$ cat config.mk
export PLATFORM = sky130hd
export DESIGN_NAME = seg_scan_ctrl
export DESIGN_NICKNAME = d
export VERILOG_FILES = /design/src/rtl/seg_scan_ctrl.sv
export SDC_FILE = /design/constraint.sdc
export NUM_CORES = 1
export LEC_CHECK = 0
export BUFFER_PORTS_ARGS = -buffer_cell sky130_fd_sc_hd__buf_2
export CAP_MARGIN = 30
export CORE_AREA = 8 8 70 78
export CTS_CLUSTER_DIAMETER = 50
export CTS_CLUSTER_SIZE = 16
export DETAILED_ROUTE_END_ITERATION = 8
export DIE_AREA = 0 0 78 86
export GPL_TIMING_DRIVEN = 0
export PLACE_DENSITY_LB_ADDON = 0.2
export SLEW_MARGIN = 15
export SYNTH_ARGS = -nofsm -noshare
export SYNTH_HDL_FRONTEND = slang
export SYNTH_SLANG_ARGS = --single-unit
$ cat constraint.sdc
create_clock -name clk -period 3.9 [get_ports clk]
set_clock_uncertainty 0.15 [all_clocks]
set_input_delay 0 -clock clk [delete_from_list [all_inputs] [get_ports clk]]
set_output_delay 0 -clock clk [all_outputs]
set_load 0.03 [all_outputs]
$ cat src/rtl/seg_scan_ctrl.sv
// Scan controller for a 4-digit 7-segment display.
// Each digit slot opens with a blanking interval so the segment mux can settle while no digit
// is lit. Disabled digits keep their slot and run dark, so the frame period never changes.
module seg_scan_ctrl #(
  parameter int unsigned SLOT_CYC  = 50000,
  parameter int unsigned BLANK_CYC = 500,
  parameter int unsigned CNT_W     = 16
) (
  input  logic       clk,
  input  logic       rst_n,
  input  logic       en,
  input  logic [3:0] digit_en,
  output logic [3:0] sel,
  output logic [1:0] digit_idx,
  output logic       slot_start,
  output logic       frame_start
);

  typedef enum logic [1:0] {StOff, StBlank, StOn} state_e;

  localparam logic [CNT_W-1:0] SlotLast  = CNT_W'(SLOT_CYC - 1);
  // Only compared while in StBlank, which is unreachable when BLANK_CYC is 0.
  localparam logic [CNT_W-1:0] BlankLast = (BLANK_CYC == 0) ? '0 : CNT_W'(BLANK_CYC - 1);
  localparam state_e           SlotFirst = (BLANK_CYC == 0) ? StOn : StBlank;

  state_e           state_q, state_d;
  logic [CNT_W-1:0] cnt_q, cnt_d;
  logic [1:0]       idx_q, idx_d;
  logic [3:0]       sel_q, sel_d;
  logic             slot_start_q, slot_start_d;
  logic             frame_start_q, frame_start_d;

  // Next-state logic; outputs are computed from the next state so they can be registered.
  always_comb begin
    state_d       = state_q;
    cnt_d         = cnt_q;
    idx_d         = idx_q;
    slot_start_d  = 1'b0;
    frame_start_d = 1'b0;

    if (!en) begin
      // Dropping en abandons the frame at once.
      state_d = StOff;
      cnt_d   = '0;
      idx_d   = '0;
    end else if (state_q == StOff) begin
      state_d       = SlotFirst;
      cnt_d         = '0;
      idx_d         = '0;
      slot_start_d  = 1'b1;
      frame_start_d = 1'b1;
    end else if (cnt_q == SlotLast) begin
      state_d       = SlotFirst;
      cnt_d         = '0;
      idx_d         = idx_q + 2'd1;
      slot_start_d  = 1'b1;
      frame_start_d = (idx_d == 2'd0);
    end else begin
      cnt_d = cnt_q + 1'b1;
      if (state_q == StBlank && cnt_q == BlankLast) begin
        state_d = StOn;
      end
    end

    // digit_en is sampled every cycle, so a mask change lands on sel mid-slot.
    sel_d = 4'b1111;
    if (state_d == StOn && digit_en[idx_d]) begin
      sel_d = ~(4'b0001 << idx_d);
    end
  end

  // State and output registers with asynchronous reset.
  always_ff @(posedge clk or negedge rst_n) begin
    if (!rst_n) begin
      state_q       <= StOff;
      cnt_q         <= '0;
      idx_q         <= '0;
      sel_q         <= 4'b1111;
      slot_start_q  <= 1'b0;
      frame_start_q <= 1'b0;
    end else begin
      state_q       <= state_d;
      cnt_q         <= cnt_d;
      idx_q         <= idx_d;
      sel_q         <= sel_d;
      slot_start_q  <= slot_start_d;
      frame_start_q <= frame_start_d;
    end
  end

  assign sel         = sel_q;
  assign digit_idx   = idx_q;
  assign slot_start  = slot_start_q;
  assign frame_start = frame_start_q;

endmodule

# Yosys cells after proc, flatten, opt, wreduce, memory -nomap -nowiden
# Index checks and enable logic that the tools add are counted.
[word_totals]
ff_bits = 26
n_memories = 0
input_bits = 7
ram_bits = 0
latchBits = 0
mem_bits_ro = 0
out_inout_bits = 8
[classes]
n_eq_ne = 4
muxes = 19
n_lt_le_gt_ge = 1
multipliers = 0
shift = 1
n_div = 0
addsub = 2
n_reduce_logical = 4
n_bitwise = 1
[op_table]
columns = ["operator", "count"]
rows = [
  ["2-to-1 mux 16 bit", 3],
  ["adder 16 x 1 -> 16 bit (second input constant)", 1],
  ["== test 16 bit (second input constant)", 1],
  ["== test 16 x 9 -> 1 bit (second input constant)", 1],
  ["2-to-1 mux 2 bit", 7],
  ["2-to-1 mux 1 bit", 7],
  ["zero test 2 bit", 2],
  ["2-to-1 mux 4 bit", 1],
  ["NOT 4 bit", 1],
  ["left shift 1 x 2 -> 4 bit (first input constant)", 1],
  ["< comparator 2 x 3 -> 1 bit (second input constant)", 1],
  ["adder 2 x 1 -> 2 bit (second input constant)", 1],
  ["binary-select mux 1 bit (select 2 bit)", 1],
  ["== test 2 x 1 -> 1 bit (second input constant)", 1],
  ["== test 2 bit (second input constant)", 1],
  ["logical AND 1 bit", 2],
]

# Logic depth before layout (Yosys ltp)
[depth]
word_depth = 9
mapped_depth = 7

# Least setup slack after synthesis
# Ideal clock, no wire load.
[synth_path]
kind = "register to register"
from = "register cnt_q[10]"
to = "register cnt_q[10]"
period_less_slack_ps = 2070
arrival_time_ps = 1801
setup_slack_ps = 1830
path_stages_with_launch = 7
n_path_buf = 2
path_cell_list = "dfrtp_1 -> or4_4 -> nor4_4 -> or2_0 -> buf_4 -> buf_6 -> nor2_1"
[synth_via]
elab_chain_cells = 4
elab_cells_between_ends = 5
[synth_lines]
columns = ["item", "line", "text"]
rows = [
  ["from (decl)", "27", "logic [CNT_W-1:0] cnt_q, cnt_d;"],
  ["from (signal assigned)", "83", "cnt_q <= cnt_d;"],
  ["adder 16 x 1 -> 16 bit / == test 16 bit (equally long branches)", "59, 52", ""],
  ["2-to-1 mux 16 bit *", "52", "end else if (cnt_q == SlotLast) begin"],
  ["2-to-1 mux 16 bit *", "46", "end else if (state_q == StOff) begin"],
  ["2-to-1 mux 16 bit *", "41", "if (!en) begin"],
  ["net cnt_d[10]", "27", ""],
]
# Mark *: on every way through the listed nets, which the timed path passes. The rest lies on a longest branch.

# Worst setup path in the final report
[layout_path]
from = "register cnt_q[10]"
to = "register cnt_q[7]"
[layout_via]
elab_chain_cells = 4
[layout_lines]
columns = ["item", "line"]
rows = [
  ["== test 16 bit", "52"],
  ["2-to-1 mux 16 bit", "52"],
  ["2-to-1 mux 16 bit", "46"],
  ["2-to-1 mux 16 bit", "41"],
  ["net cnt_d[7]", "27"],
]
# The timed path passes the listed nets, and every way through them passes these cells.

==> metrics.txt <==
H-tree Lvls=1; maxcap violations=0; Leakage=0.6008 nW; TritonCTS clock tree=built; clk buf depth=2; FF/Latch Area=655.6 um2; Worst slew margin=60.91%; post-synth top area share=43.56%; gpl congestion=0.7174; commonest cells after routing, fill and taps aside=nor2_1, dfrtp_1, xnor2_1, buf_2, nand3_1; GR Layer Usage met3=3.033%; HPWL Detailed=1825 um; Hold Fails Final Rpt=0; Syn Nets=134; critical path fanouts, max=10; 1st-iter DRT viols=62; final WL=2586 um; GRT overflow=0; run status=complete, no violations; crit end category=flop; largest net degree at the start of global routing=27; Initial Util=30.15%; Synth cell types=31; Tot GR Track Use=8.221%; first-pass GRT wire length=4471 um; Slew @ Worst Pin=582.4 ps; Period minus WS final=2234 ps; core region area=4192 um2; worst min-delay path class=primary input to async pin; CP Class=flop to flop; unrepaired setup endpoints after global routing=no; vias in the first global route=946; Sum Neg Setup Slack=0 ps; most common cell after layout, fill and taps aside=nor2_1; Synth Instances=125; Yosys reg bits=26; Warnings, synthesis=0; crit path DAT=2250 ps; CP startpoint kind=flop; via/cell ratio=4.685; antenna violations before repair=0; Critical Path RT=3910 ps; # fillers=436; die area=6708 um2; setup violators final=0; ranking of synthesized cells by area=dfrtp_1, xnor2_1, dfstp_2; Area growth, synth to finish=21.29%; routed len/inst=12.74 um; Die Span Y=86 um; CTS Sinks=26; Post-DRT Antenna Nets=0; Worst-Skew Late Latency=270 ps; Port Buffer Count=14; Post-CTS Resized=0; M1 GR Usage=9.733%; PwrDens=341.9 nW/um2; Vias=951; achievable clock frequency=447.6 MHz; Mapped Area=1264 um2; largest area contributor in the netlist=dfrtp_1; gr busiest metal=met2; Num CTS Buffers=3; Seq/Total Area, Yosys=51.88%; total iterations of the first detailed-routing run=4; layout cell share with drive strength beyond 1=17.45%; syn avg cell area=10.11 um2; final critical-path share of the clock period=57.29%; CTS root buffer=clkbuf_8; Core Rows=25; # diodes=0; I/O pin cnt=15; fin. max-slew vios=0; Nets=159; DRC Markers=0; area of the multi-input gates=563.0 um2; Reg2Reg Setup Slack=1670 ps; maximum VDD drop=212.1 uV; met2 usage=13.46%; Horiz. Die Dim=78 um; Reg clk slew, reported paths=90 ps; Util after Layout=36.57%
per-layer routing:
metal | part of all wire, % | up-vias | routed length (um)
met2 | 45 | 18 | 1162
li1 | - | 474 | -
met1 | 47 | 455 | 1224
met5 | 0 | - | 0
met3 | 6.5 | 4 | 169
met4 | 1.1 | 0 | 29
metrics by stage:
step / power [W] / cell area (um2) / hold WS (ps) / worst slack [ps] / std cells
final: 0.0005240 / 1533 / 99.76 / 1666 / 203
after global routing: 0.0005429 / 1533 / 156.1 / 1441 / 203
after CTS: 0.0005329 / 1533 / 114.7 / 1640 / 203
after detailed placement: 0.0003029 / 1401 / -111.3 / 1664 / 193
after global placement: 0.0003024 / 1401 / -115.4 / 1645 / 193
after floorplan: 0.0002897 / 1264 / -445.6 / 1830 / 125
sequential cells by signal, indices dropped and copies added, names as in the netlist:
signal / cells
digit_idx: 2
cnt_q: 16
sel: 4
slot_start: 1
state_q: 2
frame_start: 1
worst paths after layout:
kind | cells after the start | startpoint | end
setup / recovery | 6 | cnt_q[10] | cnt_q[7]
hold / removal | 2 | rst_n | cnt_q[1]
setup reg to reg | 6 | cnt_q[10] | cnt_q[7]
hold reg to reg | 1 | cnt_q[0] | cnt_q[0]
max in group asynchronous | 2 | rst_n | cnt_q[7]
min in group clk | 3 | digit_en[0] | sel[0]
final cells by class:
class                           instances  share of cell area [%]
Buffer                                  5                   1.959
Sequential cell                        26                   42.78
Timing Repair Buffer                   20                   8.490
Multi-Input combinational cell         90                   36.73
Tap cell                               54                   4.408
Inverter                                4                  0.9796
Clock inverter                          1                   1.959
Clock buffer                            3                   2.694
what timing repair did:
action,in CTS,in global routing
hold endpoints to repair,33,0
buffers inserted,0,0
hold buffers,6,0
setup endpoints to repair,0,0
cell usage after synthesis:
library cell	n
nor2_1	28
dfrtp_1	22
xnor2_1	14
nand3_1	9
dfstp_2	4
inv_1	4
nand2_1	4
nand4_1	4
nor3_1	4
nor4_1	4
clkbuf_1	3
o21a_1	3
ha_1	2
nand4b_1	2
nor3b_1	2
a21oi_1	1
a2bb2oi_1	1
and2_1	1
and4b_1	1
buf_4	1
buf_6	1
mux2i_1	1
nand4bb_1	1
nor2b_1	1
nor4_4	1
o211a_1	1
o21ai_0	1
o21ai_1	1
or2_0	1
or4_4	1
xor2_1	1
report_power, final:
part	switching, W	internal, W
clock network	0.0000854	0.000137
logic	0.0000161	0.0000111
registers	0.00000194	0.000272
total	0.000103	0.000421
worst max-delay path, cell delays in order (launching register included):
cell and delay [ps]:
dfrtp_1 420, or4_4 570, nor4_4 480, or2_0 170, buf_4 140, buf_6 140, nor2_1 50
kinds of logic (layout without fill, tap and decap cells):
family,count (synthesis),in the layout,synth area share [%]
flops,26,26,51.88
simple gates,64,64,26.93
xor+xnor,15,15,10.40
fa+ha+maj,2,2,1.980
buf+inv,9,33,3.564
mux,1,1,0.7921
compound gates,8,8,4.454
Note: power is estimated with default switching activity, not from simulation.
